`src/rtl/logic_op_pkg.sv`:
```
// Shared types and default sizes for the bitwise logic pipeline.
package logic_op_pkg;

    typedef enum logic [1:0] {
        OP_AND = 2'b00,
        OP_OR  = 2'b01,
        OP_XOR = 2'b10,
        OP_NOT = 2'b11
    } op_e;

    localparam int LOGIC_W_DEF     = 8;
    localparam int LOGIC_CNT_W_DEF = 16;

endpackage

```
`src/rtl/logic_op_fifo2.sv`:
```
// Two-entry synchronous FIFO. The head entry is visible on rdata without a read strobe.
// The caller never pushes when full unless it pops in the same cycle, and never pops when empty.
module logic_op_fifo2 #(
    parameter int PW = 10
) (
    input  logic          clk,
    input  logic          rst,
    input  logic          push,
    input  logic          pop,
    input  logic [PW-1:0] wdata,
    output logic [PW-1:0] rdata,
    output logic [1:0]    count,
    output logic          full,
    output logic          empty
);

    logic [PW-1:0] r_mem [2];
    logic          r_wr_ptr;
    logic          r_rd_ptr;
    logic [1:0]    r_count;

    always_ff @(posedge clk) begin
        if (!rst && push) begin
            r_mem[r_wr_ptr] <= wdata;
        end
    end

    always_ff @(posedge clk) begin
        if (rst) begin
            r_wr_ptr <= 1'b0;
            r_rd_ptr <= 1'b0;
            r_count  <= 2'd0;
        end else begin
            if (push) r_wr_ptr <= ~r_wr_ptr;
            if (pop)  r_rd_ptr <= ~r_rd_ptr;
            // A simultaneous push and pop leaves the occupancy unchanged.
            case ({push, pop})
                2'b10:   r_count <= r_count + 2'd1;
                2'b01:   r_count <= r_count - 2'd1;
                default: r_count <= r_count;
            endcase
        end
    end

    assign rdata = r_mem[r_rd_ptr];
    assign count = r_count;
    assign full  = (r_count == 2'd2);
    assign empty = (r_count == 2'd0);

endmodule

```
`src/rtl/logic_op_pipe.sv`:
```
// One-stage AND/OR/XOR/NOT pipeline with a 2-entry output skid FIFO.
// Define LOGIC_OP_PARITY_EN to carry result parity through the FIFO onto out_parity.
module logic_op_pipe
    import logic_op_pkg::*;
#(
    parameter int W     = LOGIC_W_DEF,
    parameter int CNT_W = LOGIC_CNT_W_DEF
) (
    input  logic             clk,
    input  logic             rst,
    input  logic             in_valid,
    output logic             in_ready,
    input  logic [1:0]       in_op,
    input  logic [W-1:0]     in_a,
    input  logic [W-1:0]     in_b,
    output logic             out_valid,
    input  logic             out_ready,
    output logic [W-1:0]     out_data,
    output logic [1:0]       out_op,
    output logic             out_zero,
    output logic [CNT_W-1:0] op_count
`ifdef LOGIC_OP_PARITY_EN
    ,
    output logic             out_parity
`endif
);

`ifdef LOGIC_OP_PARITY_EN
    localparam int PW = W + 3;
`else
    localparam int PW = W + 2;
`endif

    function automatic logic [W-1:0] f_compute(input op_e op, input logic [W-1:0] a,
                                               input logic [W-1:0] b);
        case (op)
            OP_AND:  return a & b;
            OP_OR:   return a | b;
            OP_XOR:  return a ^ b;
            default: return ~a;
        endcase
    endfunction

    logic             r_s1_v;
    op_e              r_s1_op;
    logic [W-1:0]     r_s1_a;
    logic [W-1:0]     r_s1_b;
    logic [CNT_W-1:0] r_op_count;

    logic             w_in_xfer;
    logic             w_push;
    logic             w_pop;
    logic [W-1:0]     w_result;
    logic [PW-1:0]    w_wdata;
    logic [PW-1:0]    w_rdata;
    logic [1:0]       w_count;
    logic             w_full;
    logic             w_empty;

    assign w_result = f_compute(r_s1_op, r_s1_a, r_s1_b);
`ifdef LOGIC_OP_PARITY_EN
    assign w_wdata  = {^w_result, r_s1_op, w_result};
`else
    assign w_wdata  = {r_s1_op, w_result};
`endif

    // A full FIFO still accepts S1 when the head leaves this cycle, which lets
    // out_ready reach in_ready combinationally without touching in_valid.
    assign w_pop     = out_valid && out_ready;
    assign w_push    = r_s1_v && (!w_full || w_pop);
    assign in_ready  = !rst && (!r_s1_v || w_push);
    assign w_in_xfer = in_valid && in_ready;

    always_ff @(posedge clk) begin
        if (rst) begin
            r_s1_v  <= 1'b0;
            r_s1_op <= OP_AND;
            r_s1_a  <= '0;
            r_s1_b  <= '0;
        end else if (w_in_xfer) begin
            r_s1_v  <= 1'b1;
            r_s1_op <= op_e'(in_op);
            r_s1_a  <= in_a;
            r_s1_b  <= in_b;
        end else if (w_push) begin
            r_s1_v  <= 1'b0;
        end
    end

    always_ff @(posedge clk) begin
        if (rst) begin
            r_op_count <= '0;
        end else if (w_pop) begin
            r_op_count <= r_op_count + 1'b1;
        end
    end

    logic_op_fifo2 #(
        .PW(PW)
    ) u_fifo (
        .clk  (clk),
        .rst  (rst),
        .push (w_push),
        .pop  (w_pop),
        .wdata(w_wdata),
        .rdata(w_rdata),
        .count(w_count),
        .full (w_full),
        .empty(w_empty)
    );

    // Stale storage is masked so an empty FIFO always presents zeros.
    assign out_valid = (w_count != 2'd0);
    assign out_data  = w_empty ? '0 : w_rdata[W-1:0];
    assign out_op    = w_empty ? 2'b00 : w_rdata[W+1:W];
    assign out_zero  = (out_data == '0);
    assign op_count  = r_op_count;
`ifdef LOGIC_OP_PARITY_EN
    assign out_parity = w_empty ? 1'b0 : w_rdata[W+2];
`endif

endmodule

```
`config.mk`:
```
export PLATFORM = sky130hd
export DESIGN_NAME = logic_op_pipe
export DESIGN_NICKNAME = d
export VERILOG_FILES = /design/src/rtl/logic_op_pkg.sv /design/src/rtl/logic_op_fifo2.sv /design/src/rtl/logic_op_pipe.sv
export SDC_FILE = /design/constraint.sdc
export NUM_CORES = 1
export LEC_CHECK = 0
export CAP_MARGIN = 20
export CORE_ASPECT_RATIO = 2
export CORE_UTILIZATION = 50
export DETAILED_ROUTE_END_ITERATION = 6
export GPL_TIMING_DRIVEN = 0
export PLACE_DENSITY_LB_ADDON = 0.1
export SLEW_MARGIN = 5
export SYNTH_ARGS = -nofsm -noshare
export SYNTH_HDL_FRONTEND = slang
export SYNTH_SLANG_ARGS = --single-unit
```
`constraint.sdc`:
```
create_clock -name clk -period 6.5 [get_ports clk]
set_clock_uncertainty 0.2 [all_clocks]
set_input_delay 1.3 -clock clk [delete_from_list [all_inputs] [get_ports clk]]
set_output_delay 1.3 -clock clk [all_outputs]
set_load 0.005 [all_outputs]
```
==> Yosys cells after proc, flatten, opt, wreduce, memory -nomap -nowiden <==
Memories as Yosys holds them, arrays and structs flattened. A register that Yosys moved wholly into a read port is not among the register bits.
Cells that the tools add are included.
{ "totals": {"input_bits": 22, "output_inout_bits": 29, "mem_bits_rw": 20, "word_cells": 49, "n_memories": 1, "reg_bits": 39} }
{ "memory_table": {"columns": ["memory", "depth", "word_bits", "rd", "rd_ports_with_merged_regs", "write_ports", "line", "text"], "rows": [
  ["u_fifo.r_mem", 2, 10, 1, 1, 1, "logic_op_fifo2.sv:17", "logic [PW-1:0] r_mem [2];"]
]} }
{ "op_classes": {"muxes": 10, "add_sub_neg": 3, "reduce_logical": 16, "bitwise_logic": 6, "eq_ne": 5} }
{ "ops": {"columns": ["op", "count"], "rows": [
  ["$pmux W8 S3", 1],
  ["$add A16 B1 Y16 const B", 1],
  ["$and A8 B8 Y8", 1],
  ["$logic_not A8 Y1", 1],
  ["$mux W8", 1],
  ["$not A8 Y8", 1],
  ["$or A8 B8 Y8", 1],
  ["$xor A8 B8 Y8", 1],
  ["$eq A2 B2 Y1 const B", 3],
  ["$mux W1", 6],
  ["$reduce_bool A2 Y1", 3],
  ["$logic_and A1 B1 Y1", 5],
  ["$eq A2 B1 Y1 const B", 2],
  ["$logic_not A2 Y1", 2],
  ["$pmux W2 S2", 1],
  ["$logic_not A1 Y1", 3],
  ["$add A2 B1 Y2 const B", 1],
  ["$logic_or A1 B1 Y1", 2],
  ["$mux W2", 1],
  ["$not A1 Y1", 2],
  ["$sub A2 B1 Y2 const B", 1]
]} }

==> Depth between registers and ports, before layout <==
{ "depth": {"ltp_word": 8, "mapped_depth": 9, "mapped_depth_nobuf": 8} }

==> Hierarchy <==
A second synthesis with hierarchy kept.
{ "hier_totals": {"cells_unflattened": 267, "hier_area_um2": 2900.3} }
{ "by_module_without_submodules": {"columns": ["mod", "area_each_um2", "cells_per_inst", "n_inst"], "rows": [
  ["logic_op_pipe", 1974.4, 214, 1],
  ["logic_op_fifo2", 925.9, 53, 1]
]} }

==> Worst setup path before layout <==
Ideal clock, no wire load.
{ "synth_path": {"path_type": "input-to-output", "from": "in rst", "to": "out in_ready", "t_arrival_ps": 1931, "cell_stages": 3, "required_time_ps": 5000, "path_slack_ps": 3069, "cell_sequence": "clkbuf_1 -> clkbuf_1 -> nor2_1"} }
{ "synth_between": {"elab_chain_len": 2} }
{ "synth_lines": {"columns": ["item", "line", "text"], "rows": [
  ["start: declaration", "logic_op_pipe.sv:10", "input logic rst,"],
  ["$logic_not A1 Y1", "logic_op_pipe.sv:71", "assign in_ready = !rst && (!r_s1_v || w_push);"],
  ["$logic_and A1 B1 Y1", "logic_op_pipe.sv:71", null],
  ["end: declaration", "logic_op_pipe.sv:12", "output logic in_ready,"]
]} }
No other way between the ends.

==> Worst setup path after layout <==
{ "layout_path": {"from": "in out_ready", "to": "out in_ready"} }
{ "layout_between": {"elab_chain_len": 5} }
{ "layout_lines": {"columns": ["item", "line", "text"], "rows": [
  ["start: declaration", "logic_op_pipe.sv:17", "input logic out_ready,"],
  ["$logic_and A1 B1 Y1", "logic_op_pipe.sv:69", "assign w_pop = out_valid && out_ready;"],
  ["$logic_or A1 B1 Y1", "logic_op_pipe.sv:70", "assign w_push = r_s1_v && (!w_full || w_pop);"],
  ["$logic_and A1 B1 Y1", "logic_op_pipe.sv:70", null],
  ["$logic_or A1 B1 Y1", "logic_op_pipe.sv:71", null],
  ["$logic_and A1 B1 Y1", "logic_op_pipe.sv:71", null]
]} }
No other way between the ends.

==> Flow_metrics.wiki <==
{| class="wikitable"
! Metric !! Value
|-
| Worst Max-Slew Pin Slew || 779.8 ps
|-
| Power per cell area || 295.2 nW/µm²
|-
| Max-slew violation count || 0
|-
| Post-DR wirelength/cell || 14.43 µm
|-
| Initial core utilization || 52.65%
|-
| Part of the power in the clock network || 36.0%
|-
| Startpoint type of the worst setup path || input pin
|-
| Number of buffer and inverter stages on the critical path || 2
|-
| Number of enable flip-flop cells after synthesis || 20
|-
| Half-perimeter wire length of the detailed placement result || 4458 µm
|-
| Via total after detailed routing || 2194
|-
| Logic pwr share || 23.8%
|-
| Final ANT Viol Nets || 0
|-
| Antenna diodes || 0
|-
| Max-cap viol count || 0
|-
| Family with the most delay on the worst path || buffers and inverters
|-
| Inst Count DP || 387
|-
| Share of flip-flops with an asynchronous set or reset || 0%
|-
| Antenna violations before repair || 0
|-
| Number of failing hold endpoints at the final stage || 0
|-
| Wire length of the first global-routing pass || 9673 µm
|-
| Required time at the endpoint of the critical path || 5000 ps
|-
| Aggregate negative setup slack || 0 ps
|-
| WL final || 5802 µm
|-
| Most common cell after layout, fill and taps aside || clkdlybuf4s50_1
|-
| Number of buffer cells added on primary ports || 49
|-
| Reported net switching power || 0.2802 mW
|-
| Number of buffers added by the clock tree synthesis step || 9
|-
| Post-Syn Area || 2879 µm²
|-
| Final setup fails || 0
|-
| Clk root buf || clkbuf_8
|-
| Placement row count || 38
|-
| Share of layout cells above drive strength 1 || 9.357%
|-
| Class of the most critical setup path || in2out
|-
| Grt total ovfl || 0
|-
| Number of primary I/O pins || 51
|-
| Share of the yosys chip area belonging to registers || 48.67%
|-
| Unrepaired setup endpoints after global routing || false
|-
| Final non-filler cell total || 402
|-
| Via count of the first global-routing pass || 2204
|-
| Average footprint of a synthesized cell || 10.39 µm²
|-
| Worst path slowest cell || clkdlybuf4s50_1
|-
| Delay contributed by the slowest stage of the critical path || 560 ps
|-
| Synth Net Count || 317
|-
| Portion of total power attributed to sequential cells || 40.2%
|-
| Peak ir drop on the vdd network || 295.0 µV
|-
| Result of the run || finished clean
|-
| CTS tree || built
|-
| Post-Synthesis Cells || 277
|-
| Maximum fanout encountered on the critical timing path || 6
|-
| Worst EP arrival || 2790 ps
|-
| Hold buffer count at CTS || 0
|-
| Endpoint class of the critical path || primary output
|-
| Clock insertion delay at the later pin of the skew report || 330 ps
|-
| Hold slack final || 256.9 ps
|-
| Top library cells by usage in the layout, fill and taps aside || clkdlybuf4s50_1, dfxtp_1, nor2_1, inv_1, nand2_1
|-
| Number of violations reported at the end of detailed-routing iteration 0 || 73
|-
| Distinct cells, synth || 35
|-
| Post-CTS Setup Bufs || 0
|-
| Final net count || 378
|-
| Width of the chip || 55.66 µm
|-
| Ordered list of cells on the worst path || clkdlybuf4s50_1, and4bb_2, nor2_1, clkdlybuf4s50_1
|-
| Utilization after layout || 67.37%
|-
| Vias per cell || 5.458
|-
| Yosys synthesis warning count || 0
|-
| Internal portion of total power || 0.8071 mW
|-
| Most repeated library cell on the critical path || clkdlybuf4s50_1
|-
| Largest net degree at the start of global routing || 11
|-
| Core area || 5468 µm²
|-
| Cell leakage power || 1.422 nW
|-
| FMAX || 233.3 MHz
|-
| H-tree lvl count || 3
|-
| Flop and latch count out of synthesis || 60
|-
| DIE AREA || 6084 µm²
|-
| Overall power after layout || 1.087 mW
|-
| Clock tree buffer depth || 2
|-
| Clock-pin slew on the worst setup and hold paths || 60 ps
|-
| Number of design rule violations left after detail routing || 0
|-
| Worst slew slack as a fraction of its limit || 47.78%
|-
| Clock Sinks || 60
|-
| Area growth, synth to finish || 27.94%
|-
| Main synth FF type || dfxtp_1
|-
| Tcrit/Tclk final || 65.94%
|-
| Switching power as a share of total power || 25.77%
|-
| Gates resized, CTS repair || 0
|-
| Class of the most critical hold timing path || reg2reg
|-
| Die extent in y || 109.3 µm
|-
| Number of detailed-routing iterations run before antenna repair || 4
|-
| Gr usage total || 21.09%
|-
| Weighted congestion reported at the end of routability-driven placement || 0.7934
|-
| Fin crit period || 4286 ps
|}
registers in the layout (all words and copies together), names as in the netlist, named ones only:
signal / cells
r_s1_a: 8
r_s1_op: 2
u_fifo.count: 2
op_count: 16
u_fifo.r_wr_ptr: 1
r_s1_v: 1
r_s1_b: 8
u_fifo.r_rd_ptr: 1
u_fifo.r_mem: 20
metrics by stage:
stage          cell area [µm²]  worst slack, ps
6_report                  3684             2214
3_3_place_gp              3445             2227
4_1_cts                   3684             2212
2_1_floorplan             2879             3069
3_5_place_dp              3455             2215
5_1_grt                   3684             2125
layer usage:
metal / vias up / global-route usage [%] / wire length (µm)
met5: - / 0 / 0
met3: 13 / 5.059 / 199
met2: 56 / 41.57 / 3411
met1: 1036 / 19.49 / 2062
met4: 0 / 10.89 / 129
li1: 1089 / - / -
power by group through the flow:
stage	combinational, mW	clock [mW]	sequential (mW)
after floorplan	0.147	0	0.439
after global placement	0.257	0	0.444
after detailed placement	0.260	0	0.445
after CTS	0.262	0.398	0.437
after global routing	0.286	0.413	0.440
final	0.259	0.392	0.437
cell type report:
class	count	area, µm²
fill	443	1784
sequential	60	1401
multi-input combinational	176	1316
timing repair buffer	50	495.5
clock buffer	10	127.6
inverter	28	105.1
clock inverter	5	101.3
tap	60	75.07
buffer	13	61.31
Yosys cell counts (6+ instances only):
cell / instances / area, µm²
a21oi_1: 7 / 35.03
clkbuf_1: 6 / 22.52
dfxtp_1: 40 / 800.8
edfxtp_1: 20 / 600.6
ha_1: 18 / 225.2
inv_1: 28 / 105.1
mux2i_1: 11 / 110.1
mux4_2: 8 / 180.2
nand2_1: 25 / 93.84
nor2_1: 31 / 116.4
o31ai_1: 19 / 142.6
xor2_1: 9 / 78.83
final timing paths:
path / startpoint / end / slack [ps] / depth (start not counted)
worst max register to register: u_fifo.count[1] / u_fifo.count[1] / 4220 / 5
worst min-delay path: r_s1_op[1] / u_fifo.r_mem[0][9] / 260 / 0
worst min register to register: r_s1_op[1] / u_fifo.r_mem[0][9] / 260 / 0
worst max-delay path: out_ready / in_ready / 2210 / 4
cell families (layout without fill, tap and decap cells):
family / Yosys count / count (layout) / synth area share (%)
buffers and inverters: 41 / 106 / 5.780
AO/OA/AOI/OAI: 36 / 36 / 8.388
flip-flops: 60 / 60 / 48.67
XOR/XNOR: 14 / 14 / 4.259
AND/OR/NAND/NOR: 89 / 89 / 14.99
adder cells (fa/ha/maj): 18 / 18 / 7.823
multiplexers: 19 / 19 / 10.08
Note: power is estimated with default switching activity, not from simulation.
